<file path="src/rtl/ahb_pkg.sv">
// ahb_pkg: shared AHB types and the decoder address map.
//   htrans_t    - AHB transfer type encoding
//   RESP_*      - HRESP encodings
//   ds_state_t  - default-slave FSM states
//   to_state_t  - wait-state timeout response states (used with AHB_DEC_TIMEOUT_EN)
//   SLV_BASE/SLV_MASK - per-slave address match (HADDR & MASK) == BASE
package ahb_pkg;

  localparam int unsigned MAP_ADDR_W = 32;
  localparam int unsigned MAP_SLAVES = 3;

  typedef enum logic [1:0] {
    IDLE   = 2'b00,
    BUSY   = 2'b01,
    NONSEQ = 2'b10,
    SEQ    = 2'b11
  } htrans_t;

  localparam logic RESP_OKAY  = 1'b0;
  localparam logic RESP_ERROR = 1'b1;

  typedef enum logic [1:0] {
    DS_IDLE,
    DS_ERR1,
    DS_ERR2
  } ds_state_t;

  typedef enum logic [1:0] {
    TO_IDLE,
    TO_ERR1,
    TO_ERR2
  } to_state_t;

  localparam logic [MAP_ADDR_W-1:0] SLV_BASE [MAP_SLAVES] = '{
    32'h0000_0000, 32'h2000_0000, 32'h4000_0000
  };
  localparam logic [MAP_ADDR_W-1:0] SLV_MASK [MAP_SLAVES] = '{
    32'hF000_0000, 32'hF000_0000, 32'hF000_0000
  };

  // NONSEQ and SEQ are the only transfer types that need a real response.
  function automatic logic is_active(input htrans_t t);
    return (t == NONSEQ) || (t == SEQ);
  endfunction

endpackage

</file>
<file path="src/rtl/ahb_decoder_mux_if.sv">
// ahb_decoder_mux_if: bus signals between arbiter, decoder/mux and slaves.
//   HADDR/HTRANS              - granted master's address phase
//   HSEL_S/HREADY_S           - decoder outputs to the slaves
//   HRDATA_S/HREADYOUT_S/HRESP_S - per-slave responses (slave i at bit/slice i)
//   HRDATA_OUT/HREADY_OUT/HRESP_OUT - muxed response back to the arbiter
// Modports: slave = the decoder/mux view, master = the arbiter/slave-side view.
interface ahb_decoder_mux_if #(
  parameter int unsigned ADDR_WIDTH = 32,
  parameter int unsigned DATA_WIDTH = 32,
  parameter int unsigned NUM_SLAVES = 3
);

  logic [ADDR_WIDTH-1:0]            HADDR;
  logic [1:0]                       HTRANS;
  logic [NUM_SLAVES-1:0]            HSEL_S;
  logic                             HREADY_S;
  logic [NUM_SLAVES*DATA_WIDTH-1:0] HRDATA_S;
  logic [NUM_SLAVES-1:0]            HREADYOUT_S;
  logic [NUM_SLAVES-1:0]            HRESP_S;
  logic [DATA_WIDTH-1:0]            HRDATA_OUT;
  logic                             HREADY_OUT;
  logic                             HRESP_OUT;

  modport slave (
    input  HADDR, HTRANS, HRDATA_S, HREADYOUT_S, HRESP_S,
    output HSEL_S, HREADY_S, HRDATA_OUT, HREADY_OUT, HRESP_OUT
  );

  modport master (
    output HADDR, HTRANS, HRDATA_S, HREADYOUT_S, HRESP_S,
    input  HSEL_S, HREADY_S, HRDATA_OUT, HREADY_OUT, HRESP_OUT
  );

endinterface

</file>
<file path="src/rtl/ahb_default_slave.sv">
// ahb_default_slave: answers unmapped transfers with the two-cycle AHB ERROR.
//   HCLK, HRESETn - clock, async active-low reset
//   sel           - address phase targets no mapped slave
//   HTRANS        - transfer type of the address phase
//   HREADY        - bus HREADY (address phase is sampled when 1)
//   HREADYOUT     - default slave ready (valid when it owns the data phase)
//   HRESP         - default slave response
module ahb_default_slave
  import ahb_pkg::*;
(
  input  logic    HCLK,
  input  logic    HRESETn,
  input  logic    sel,
  input  htrans_t HTRANS,
  input  logic    HREADY,
  output logic    HREADYOUT,
  output logic    HRESP
);

  ds_state_t state_q;
  logic      hreadyout_q;
  logic      hresp_q;
  logic      start_err;

  assign start_err = sel && HREADY && is_active(HTRANS);

  // State and outputs registered together so each state carries its own response.
  always_ff @(posedge HCLK or negedge HRESETn) begin
    if (!HRESETn) begin
      state_q     <= DS_IDLE;
      hreadyout_q <= 1'b1;
      hresp_q     <= RESP_OKAY;
    end else begin
      unique case (state_q)
        DS_IDLE: begin
          if (start_err) begin
            state_q     <= DS_ERR1;
            hreadyout_q <= 1'b0;
            hresp_q     <= RESP_ERROR;
          end
        end
        DS_ERR1: begin
          state_q     <= DS_ERR2;
          hreadyout_q <= 1'b1;
          hresp_q     <= RESP_ERROR;
        end
        DS_ERR2: begin
          // ERR2 completes with HREADY=1, so a new unmapped transfer is accepted here.
          if (start_err) begin
            state_q     <= DS_ERR1;
            hreadyout_q <= 1'b0;
            hresp_q     <= RESP_ERROR;
          end else begin
            state_q     <= DS_IDLE;
            hreadyout_q <= 1'b1;
            hresp_q     <= RESP_OKAY;
          end
        end
        default: begin
          state_q     <= DS_IDLE;
          hreadyout_q <= 1'b1;
          hresp_q     <= RESP_OKAY;
        end
      endcase
    end
  end

  assign HREADYOUT = hreadyout_q;
  assign HRESP     = hresp_q;

endmodule

</file>
<file path="src/rtl/ahb_decoder_mux.sv">
// ahb_decoder_mux: AHB address decoder and slave response multiplexer.
//   HCLK, HRESETn - clock, async active-low reset
//   bus (slave modport of ahb_decoder_mux_if):
//     HADDR/HTRANS in -> HSEL_S one-hot select (combinational, HTRANS-independent)
//     HREADY_S = HREADY_OUT broadcast to all slaves
//     HRDATA_S/HREADYOUT_S/HRESP_S in -> HRDATA_OUT/HREADY_OUT/HRESP_OUT from
//     the data-phase slave (or the built-in default slave for unmapped addresses)
// Optional feature: define AHB_DEC_TIMEOUT_EN to bound slave wait states to
// TIMEOUT_CYCLES, after which a two-cycle ERROR is forced.
module ahb_decoder_mux
  import ahb_pkg::*;
#(
  parameter int unsigned ADDR_WIDTH     = 32,
  parameter int unsigned DATA_WIDTH     = 32,
  parameter int unsigned NUM_SLAVES     = 3,
  parameter int unsigned TIMEOUT_CYCLES = 256
) (
  input logic              HCLK,
  input logic              HRESETn,
  ahb_decoder_mux_if.slave bus
);

  localparam int unsigned SEL_W = NUM_SLAVES + 1;
  localparam int unsigned DEF_IDX = NUM_SLAVES;

  logic [NUM_SLAVES-1:0] hsel_c;
  logic                  unmapped_c;
  logic [SEL_W-1:0]      sel_dp_d;
  logic [SEL_W-1:0]      sel_dp_q;
  logic                  ds_hreadyout;
  logic                  ds_hresp;
  logic [DATA_WIDTH-1:0] mux_rdata;
  logic                  mux_ready;
  logic                  mux_resp;
  logic [DATA_WIDTH-1:0] rdata_out;
  logic                  hready_out;
  logic                  hresp_out;

  // Address decode; iterating downward lets the lowest matching index win.
  always_comb begin
    hsel_c = '0;
    for (int i = NUM_SLAVES - 1; i >= 0; i--) begin
      if ((bus.HADDR & ADDR_WIDTH'(SLV_MASK[i])) == ADDR_WIDTH'(SLV_BASE[i])) begin
        hsel_c    = '0;
        hsel_c[i] = 1'b1;
      end
    end
  end

  assign unmapped_c = ~|hsel_c;

  // Data-phase select advances only when the current data phase completes.
  assign sel_dp_d = hready_out ? {unmapped_c, hsel_c} : sel_dp_q;

  always_ff @(posedge HCLK or negedge HRESETn) begin
    if (!HRESETn) begin
      sel_dp_q          <= '0;
      sel_dp_q[DEF_IDX] <= 1'b1;
    end else begin
      sel_dp_q <= sel_dp_d;
    end
  end

  ahb_default_slave u_default_slave (
    .HCLK      (HCLK),
    .HRESETn   (HRESETn),
    .sel       (unmapped_c),
    .HTRANS    (htrans_t'(bus.HTRANS)),
    .HREADY    (hready_out),
    .HREADYOUT (ds_hreadyout),
    .HRESP     (ds_hresp)
  );

  // Response mux driven by the one-hot data-phase select.
  always_comb begin
    mux_rdata = '0;
    mux_ready = 1'b1;
    mux_resp  = RESP_OKAY;
    if (sel_dp_q[DEF_IDX]) begin
      mux_ready = ds_hreadyout;
      mux_resp  = ds_hresp;
    end
    for (int i = 0; i < NUM_SLAVES; i++) begin
      if (sel_dp_q[i]) begin
        mux_rdata = bus.HRDATA_S[i*DATA_WIDTH +: DATA_WIDTH];
        mux_ready = bus.HREADYOUT_S[i];
        mux_resp  = bus.HRESP_S[i];
      end
    end
  end

`ifdef AHB_DEC_TIMEOUT_EN
  localparam int unsigned TO_W = $clog2(TIMEOUT_CYCLES) + 1;

  to_state_t       to_q;
  logic [TO_W-1:0] to_cnt_q;
  logic [TO_W-1:0] to_cnt_d;
  logic            mapped_dp;

  assign mapped_dp = |sel_dp_q[NUM_SLAVES-1:0];
  assign to_cnt_d  = to_cnt_q + TO_W'(1);

  // Counts stalled cycles of a mapped slave; expiry hands the bus an ERROR.
  always_ff @(posedge HCLK or negedge HRESETn) begin
    if (!HRESETn) begin
      to_q     <= TO_IDLE;
      to_cnt_q <= '0;
    end else begin
      unique case (to_q)
        TO_IDLE: begin
          if (mapped_dp && !mux_ready) begin
            if (to_cnt_d == TO_W'(TIMEOUT_CYCLES)) begin
              to_q     <= TO_ERR1;
              to_cnt_q <= '0;
            end else begin
              to_cnt_q <= to_cnt_d;
            end
          end else begin
            to_cnt_q <= '0;
          end
        end
        TO_ERR1: begin
          to_q     <= TO_ERR2;
          to_cnt_q <= '0;
        end
        default: begin
          to_q     <= TO_IDLE;
          to_cnt_q <= '0;
        end
      endcase
    end
  end

  // Forced ERROR overrides the stalled slave; its late response is dropped.
  always_comb begin
    rdata_out  = mux_rdata;
    hready_out = mux_ready;
    hresp_out  = mux_resp;
    if (to_q == TO_ERR1) begin
      rdata_out  = '0;
      hready_out = 1'b0;
      hresp_out  = RESP_ERROR;
    end else if (to_q == TO_ERR2) begin
      rdata_out  = '0;
      hready_out = 1'b1;
      hresp_out  = RESP_ERROR;
    end
  end
`else
  always_comb begin
    rdata_out  = mux_rdata;
    hready_out = mux_ready;
    hresp_out  = mux_resp;
  end
`endif

  assign bus.HSEL_S     = hsel_c;
  assign bus.HREADY_S   = hready_out;
  assign bus.HRDATA_OUT = rdata_out;
  assign bus.HREADY_OUT = hready_out;
  assign bus.HRESP_OUT  = hresp_out;

endmodule

</file>
<file path="src/flat_wrapper.sv">
// flat-port wrapper written by rule: the top's interface ports become plain ports
module ahb_decoder_mux_flat import ahb_pkg::*;
#(
  parameter int unsigned ADDR_WIDTH     = 32,
  parameter int unsigned DATA_WIDTH     = 32,
  parameter int unsigned NUM_SLAVES     = 3,
  parameter int unsigned TIMEOUT_CYCLES = 256
)
  (HCLK, HRESETn, bus_HADDR, bus_HTRANS, bus_HRDATA_S, bus_HREADYOUT_S, bus_HRESP_S, bus_HSEL_S, bus_HREADY_S, bus_HRDATA_OUT, bus_HREADY_OUT, bus_HRESP_OUT);
  ahb_decoder_mux_if #(.ADDR_WIDTH(ADDR_WIDTH), .DATA_WIDTH(DATA_WIDTH), .NUM_SLAVES(NUM_SLAVES)) bus_i ();
  input logic HCLK;
  input logic HRESETn;
  input wire logic [$bits(bus_i.HADDR)-1:0] bus_HADDR;
  input wire logic [$bits(bus_i.HTRANS)-1:0] bus_HTRANS;
  input wire logic [$bits(bus_i.HRDATA_S)-1:0] bus_HRDATA_S;
  input wire logic [$bits(bus_i.HREADYOUT_S)-1:0] bus_HREADYOUT_S;
  input wire logic [$bits(bus_i.HRESP_S)-1:0] bus_HRESP_S;
  output wire logic [$bits(bus_i.HSEL_S)-1:0] bus_HSEL_S;
  output wire logic [$bits(bus_i.HREADY_S)-1:0] bus_HREADY_S;
  output wire logic [$bits(bus_i.HRDATA_OUT)-1:0] bus_HRDATA_OUT;
  output wire logic [$bits(bus_i.HREADY_OUT)-1:0] bus_HREADY_OUT;
  output wire logic [$bits(bus_i.HRESP_OUT)-1:0] bus_HRESP_OUT;
  assign bus_i.HADDR = bus_HADDR;
  assign bus_i.HTRANS = bus_HTRANS;
  assign bus_i.HRDATA_S = bus_HRDATA_S;
  assign bus_i.HREADYOUT_S = bus_HREADYOUT_S;
  assign bus_i.HRESP_S = bus_HRESP_S;
  assign bus_HSEL_S = bus_i.HSEL_S;
  assign bus_HREADY_S = bus_i.HREADY_S;
  assign bus_HRDATA_OUT = bus_i.HRDATA_OUT;
  assign bus_HREADY_OUT = bus_i.HREADY_OUT;
  assign bus_HRESP_OUT = bus_i.HRESP_OUT;
  ahb_decoder_mux #(.ADDR_WIDTH(ADDR_WIDTH), .DATA_WIDTH(DATA_WIDTH), .NUM_SLAVES(NUM_SLAVES), .TIMEOUT_CYCLES(TIMEOUT_CYCLES)) u_core (.HCLK(HCLK), .HRESETn(HRESETn), .bus(bus_i));
endmodule
</file>
<file path="config.mk">
export PLATFORM = sky130hd
export DESIGN_NAME = ahb_decoder_mux_flat
export DESIGN_NICKNAME = d
export VERILOG_FILES = /design/src/rtl/ahb_pkg.sv /design/src/rtl/ahb_decoder_mux_if.sv /design/src/rtl/ahb_default_slave.sv /design/src/rtl/ahb_decoder_mux.sv /design/src/flat_wrapper.sv
export SDC_FILE = /design/constraint.sdc
export NUM_CORES = 1
export LEC_CHECK = 0
export ABC_CLOCK_PERIOD_IN_PS = 1700
export CORE_AREA = 2 2 68 70
export CTS_BUF_LIST = sky130_fd_sc_hd__clkbuf_16
export DETAILED_ROUTE_END_ITERATION = 8
export DIE_AREA = 0 0 70 72
export DONT_BUFFER_PORTS = 1
export SLEW_MARGIN = 20
export SYNTH_ARGS = -nofsm -noshare
export SYNTH_HDL_FRONTEND = slang
export SYNTH_SLANG_ARGS = --single-unit
</file>
<file path="constraint.sdc">
create_clock -name HCLK -period 1.7 [get_ports HCLK]
set_input_delay 0.34 -clock HCLK [delete_from_list [all_inputs] [get_ports HCLK]]
set_output_delay 0.34 -clock HCLK [all_outputs]
set_load 0.02 [all_outputs]
</file>
==> impl_metrics.toml, run 1 <==
[clock_network]
clk_pin_slew_ns = 0.04
cts-buffers-inserted = 3
root_buffer = "clkbuf_16"
clk_latency_ns = 0.23
cts_buffer_depth = 2
tritoncts = "yes"
cts_max_level = 1
cts_sinks = 8

[status]
failed_checks = "negative setup slack"
outcome = "finished with violations"

[timing]
timing.final.crit_share_pct = 109
maxSlewHeadroom_pct = 70.6
fin_skew_ns = 0.00474
fin_hold_ws_ns = 0.196
setup_ws_ns = -0.159
finalSetupViolations = 38
min_period_ns = 1.86
hold_violations = 0
rsz0062_at_grt = "true"
clock.fmax_mhz = 538
worstMarginPinSlew_ns = 0.434
finalMaxSlewViolations = 0

[route]
drt_iter0_markers = 85
vias = 1363
routedWlPerCell_um = 15.6
via_per_inst = 5.56
ant_nets = 0
drt_wl_total_mm = 3.83
firstDrtPassIters = 4
drc = 0

[setup_path]
reg2reg_depth = 6
reg2reg_slack_ns = -0.08
startpoint = "u_core.sel_dp_q[0]"
r2r_start = "u_core.sel_dp_q[0]"
crit_type = "flip-flop to output pin"
cp.arrival_ns = 1.52
critPathMaxFanout = 5
end_kind = "output pin"
worstPathRequired_ns = 1.36
start_kind = "flip-flop"

[hold_path]
min_path_cells = 1
hold_class = "input port to flip-flop"
hp-start = "bus_HREADYOUT_S[2]"

[die]
rows = 24
die_h_um = 72
ios = 176
die_x_um = 70
dieArea_sq_um = 5040
start_util_pct = 24.5
core_sq_um = 4260

[layout]
final_area_sq_um = 1650
layout-drive-gt1-share_pct = 40.4
syn_to_final_growth_pct = 57.7
fill_cells = 424
multi_input_comb_area_sq_um = 832
final_cell_mix = "42 x buf_4, 36 x nand2_1, 35 x o21ai_1, 23 x a22oi_1, 8 x a22oi_2"
fin_util_pct = 38.6
num_antenna_cells = 0
final_common_cell = "buf_4"
fin_cells = 245
final_nets = 332
regArea_sq_um = 206

[place]
place_ws_ns = 0.0110
dp_hpwl_mm = 2.99
gp_congestion = 0.843
dpl.cell_count = 233
portBuffers = 0
place_area_sq_um = 1400

[global_routing]
grt_pass1_wl_mm = 5.37
grt-ovfl-total = 0
grt_util_all_layers_pct = 13.5
grt_pass1_vias = 1195
grt_max_degree = 34
antenna_found_initial = 0

[logic_synthesis]
ys.warnings.count = 0
syn_area_sq_um = 1040
seq_area_frac_synth_pct = 19.4
yosysUniqueCellTypes = 29
yosysTopAreaCell = "a22oi_1"
syn-instance-count = 153
synthDominantCellAreaShare_pct = 22.3
avgSynthCellArea_sq_um = 6.82
synth_top_family_by_area = "compound AO/OA/AOI/OAI gates"
synth_compound_area_share_pct = 45.0
synth_nets = 291
muxShareOfSynthArea_pct = 4.32
synth_xor_area_share_pct = 0
synth.ff_latch_count = 8
synth-simple-area-share_pct = 24.3
synthAdderAreaFrac_pct = 0
ys_top_cells_by_area = "a22oi_1 22%, o21ai_0 17%, dfrtp_1 14%"

[pwr]
leakagePower_nw = 0.651
power.density_nw_per_um2 = 1300
ir_drop_v = 0.000687

[flow_run]
drv_cap = 0
## kinds of logic after synthesis
group                  Yosys count
AND/OR/NAND/NOR                 52
multiplexers                     3
flip-flops                       8
AO/OA/AOI/OAI                   73
buffers and inverters           17
## cell type report
| type | count | share of cell area (%) |
|---|---|---|
| clock buffers | 3 | 4.56 |
| repair buffers | 51 | 27.5 |
| inverters | 2 | 0.608 |
| multi-input cells | 128 | 50.6 |
| well taps | 52 | 3.95 |
| flip-flops and latches | 8 | 12.5 |
| clock inverters | 1 | 0.228 |
## state kept, by name, summed over array words and instances (netlist names)
register / count
u_core.sel_dp_q: 4
u_core.u_default_slave.HRESP: 1
u_core.u_default_slave.state_q: 2
u_core.u_default_slave.HREADYOUT: 1
## layer usage
| metal | routed length (um) | GRT usage [%] | vias to the layer above |
|---|---|---|---|
| li1 | - | - | 651 |
| met4 | 78 | 5.34 | 0 |
| met1 | 1390 | 14.6 | 602 |
| met2 | 1990 | 26.6 | 102 |
| met3 | 365 | 1.94 | 8 |
| met5 | 0 | 0 | - |
## final timing paths
path | to
max | bus_HREADY_OUT
min | u_core.sel_dp_q[2]
max reg2reg | u_core.sel_dp_q[1]
min reg2reg | u_core.u_default_slave.state_q[1]
max in group asynchronous | u_core.u_default_slave.HREADYOUT
min in group asynchronous | u_core.sel_dp_q[2]
## Yosys cell counts (all sizes together)
cell      n
or3       1
dfstp     2
or4b      1
or2       1
buf       6
nor2      2
a211o     1
nor3      1
o21bai    1
nand3b    1
nand2    36
nor2b     3
inv       2
a21oi     3
a31oi     1
or4       1
nor4b     1
mux2      3
nand3     1
a2bb2oi   1
nor4      1
nor3b     1
a22oi    31
and3      1
o21ai    35
clkbuf    9
dfrtp     6
## through the flow
step | TNS (ns) | power [mW]
global placement | 0 | 1.55
detailed placement | 0 | 1.57
CTS | -3.20 | 2.11
global route | -5.39 | 2.26
finish | -2.62 | 2.14
floorplan | 0 | 1.12
## critical path, stage by stage (launching register included)
cell and delay [ns]:
dfrtp_2 0.43, nor2b_4 0.13, or4_4 0.49, nand3_4 0.10
buf_12 0.13
## what timing repair did
action,CTS,global route
buffers inserted,4,2
resized for setup,13,17
pin swaps,3,10
endpoints found under the setup margin,35,38
cloned,1,1
hold endpoints to repair,8,0
hold buffers,1,0
## power by group
group          switching (mW)  total [mW]  internal [mW]
sequential             0.0569       0.326          0.269
combinational           0.722        1.42          0.699
clock                  0.0904       0.396          0.306
total                   0.869        2.14           1.27
Power figures use the tool's default switching activity.
==> inputs of run 2 (changes only) <==
--- a/config.mk
+++ b/config.mk
@@ -11,6 +11,7 @@
 export DETAILED_ROUTE_END_ITERATION = 8
 export DIE_AREA = 0 0 70 72
 export DONT_BUFFER_PORTS = 1
+export MAX_ROUTING_LAYER = met4
 export SLEW_MARGIN = 20
 export SYNTH_ARGS = -nofsm -noshare
 export SYNTH_HDL_FRONTEND = slang
==> run 2 against run 1 <==
  * The run still ends with negative setup slack left
  * Critical path depth unchanged
  * Sequential power about the same
  * Via count increased by 0.95%
  * Flip-flop and latch count unchanged
  * Clock skew about the same
  * First-iteration DRC count increased by 11%
  * Die area unchanged
  * Worst setup slack improved by 0.0016 ns
  * Final area unchanged
  * Combinational power about the same
==> impl_metrics.toml, run 2 (same netlist as run 1, synthesis figures left out) <==
[status]
outcome = "finished with violations"
failed_checks = "negative setup slack"

[pwr]
intPower_mw = 1.27
power.density_nw_per_um2 = 1300
sw_frac_of_total_pct = 40.5
comb_power_share_pct = 66.4
power_switching_mw = 0.868
ir_drop_v = 0.000687
clockPowerShare_pct = 18.4
leakagePower_nw = 0.651
seq_power_share_pct = 15.2

[hold_path]
hold_class = "input port to flip-flop"
hp-start = "bus_HREADYOUT_S[2]"

[clock_network]
clk_latency_ns = 0.23
cts_sinks = 8
root_buffer = "clkbuf_16"
clk_pin_slew_ns = 0.04
cts_buffer_depth = 2
cts_max_level = 1
tritoncts = "yes"
cts-buffers-inserted = 3

[global_routing]
antenna_found_initial = 0
grt_util_all_layers_pct = 13.9
grt_pass1_vias = 1195
grt_pass1_wl_mm = 5.37
grt_max_degree = 34
grt-ovfl-total = 0

[setup_path]
r2r_start = "u_core.sel_dp_q[0]"
crit_type = "flip-flop to output pin"
cp.arrival_ns = 1.52
end_kind = "output pin"
slowest_delay_ns = 0.49
reg2reg_slack_ns = -0.08
startpoint = "u_core.sel_dp_q[0]"
crit_end = "bus_HREADY_OUT"
worstPathRequired_ns = 1.36
reg2reg_depth = 6
reg2reg_to = "u_core.sel_dp_q[1]"
critPathMaxFanout = 5
start_kind = "flip-flop"
crit_slowest_cell = "or4_4"
crit_chain = "nor2b_4 -> or4_4 -> nand3_4 -> buf_12"

[die]
die_h_um = 72
die_x_um = 70
dieArea_sq_um = 5040
core_sq_um = 4260
rows = 24
ios = 176
start_util_pct = 24.5

[timing]
timing.final.crit_share_pct = 109
finalSetupViolations = 38
finalMaxSlewViolations = 0
maxSlewHeadroom_pct = 70.6
hold_violations = 0
min_period_ns = 1.86
clock.fmax_mhz = 538
setup_ws_ns = -0.158
worstMarginPinSlew_ns = 0.434
rsz0062_at_grt = "true"
fin_skew_ns = 0.00447
tns_ns = -2.57
fin_hold_ws_ns = 0.198

[place]
place_ws_ns = 0.0110
portBuffers = 0
gp_congestion = 0.856
dp_hpwl_mm = 2.99

[route]
routedWlPerCell_um = 15.7
drt_wl_total_mm = 3.85
ant_nets = 0
drc = 0
via_per_inst = 5.62
drt_iter0_markers = 94
firstDrtPassIters = 4
vias = 1376

[layout]
top_regs = "u_core.sel_dp_q x4, u_core.u_default_slave.state_q x2"
final_common_cell = "buf_4"
layout-drive-gt1-share_pct = 40.4
largest_register_ffs = 4
final_cell_mix = "42 x buf_4, 36 x nand2_1, 35 x o21ai_1, 23 x a22oi_1, 8 x a22oi_2"
num_antenna_cells = 0
syn_to_final_growth_pct = 57.7
fill_cells = 424
top_register = "u_core.sel_dp_q"
final_nets = 332
fin_util_pct = 38.6

[flow_run]
drv_cap = 0
## run 2: cell counts in the layout (fill, tap and decap cells not counted)
No cell type changed its count.
## run 2: what timing repair did
action                                  CTS  global route
cloned                                    1             1
gates resized for setup                  13            17
setup buffers                             4             2
pin swaps                                 3            10
hold endpoints to repair                  8             0
endpoints found under the setup margin   35            38
hold buffers                              1             0
## run 2: worst max-delay path: cells and delay by family, from the launching register on
family | cells | cell delay (ns)
DFF | 1 | 0.43
buffers and inverters | 1 | 0.13
and+or+nand+nor | 3 | 0.72
## run 2: area by class of cell
class / instances / area [sq um] / area share [%]
Multi-Input combinational cell: 128 / 832 / 50.6
Timing Repair Buffer: 51 / 453 / 27.5
Sequential cell: 8 / 206 / 12.5
Clock buffer: 3 / 75.1 / 4.56
Tap cell: 52 / 65.1 / 3.95
Inverter: 2 / 10.0 / 0.608
Clock inverter: 1 / 3.75 / 0.228
## run 2: how the worst min path moves through the flow
| stage | cells past startpoint | endpoint | slack, ns |
|---|---|---|---|
| 6_report | 1 | u_core.sel_dp_q[2] | 0.20 |
| 5_1_grt | 1 | u_core.sel_dp_q[2] | 0.19 |
| 4_1_cts | 1 | u_core.sel_dp_q[2] | 0.20 |
| 3_5_place_dp | 0 | u_core.u_default_slave.state_q[0] | 0.04 |
| 3_3_place_gp | 0 | u_core.sel_dp_q[2] | 0.04 |
| 2_1_floorplan | 0 | u_core.sel_dp_q[0] | 0.04 |
## run 2: power groups by stage
| stage | Sequential [mW] | Combinational, mW | Clock (mW) |
|---|---|---|---|
| 2_1_floorplan | 0.301 | 0.819 | 0 |
| 3_3_place_gp | 0.321 | 1.22 | 0 |
| 3_5_place_dp | 0.322 | 1.24 | 0 |
| 4_1_cts | 0.323 | 1.39 | 0.404 |
| 5_1_grt | 0.334 | 1.51 | 0.420 |
| 6_report | 0.326 | 1.42 | 0.394 |
## run 2: per-stage QoR
step	total power, mW	cells	cell area, sq um
6_report	2.14	245	1650
5_1_grt	2.26	245	1650
4_1_cts	2.11	243	1580
3_5_place_dp	1.57	233	1400
3_3_place_gp	1.55	233	1400
2_1_floorplan	1.12	153	1050
## run 2: routing by layer
metal	GRT usage (%)	vias up	wire length (um)	share of wire [%]
met5	-	-	0	0
met4	5.34	0	63	1.6
met3	1.81	6	352	9.1
met2	26.6	100	2010	52
met1	14.7	619	1430	37
li1	-	651	-	-
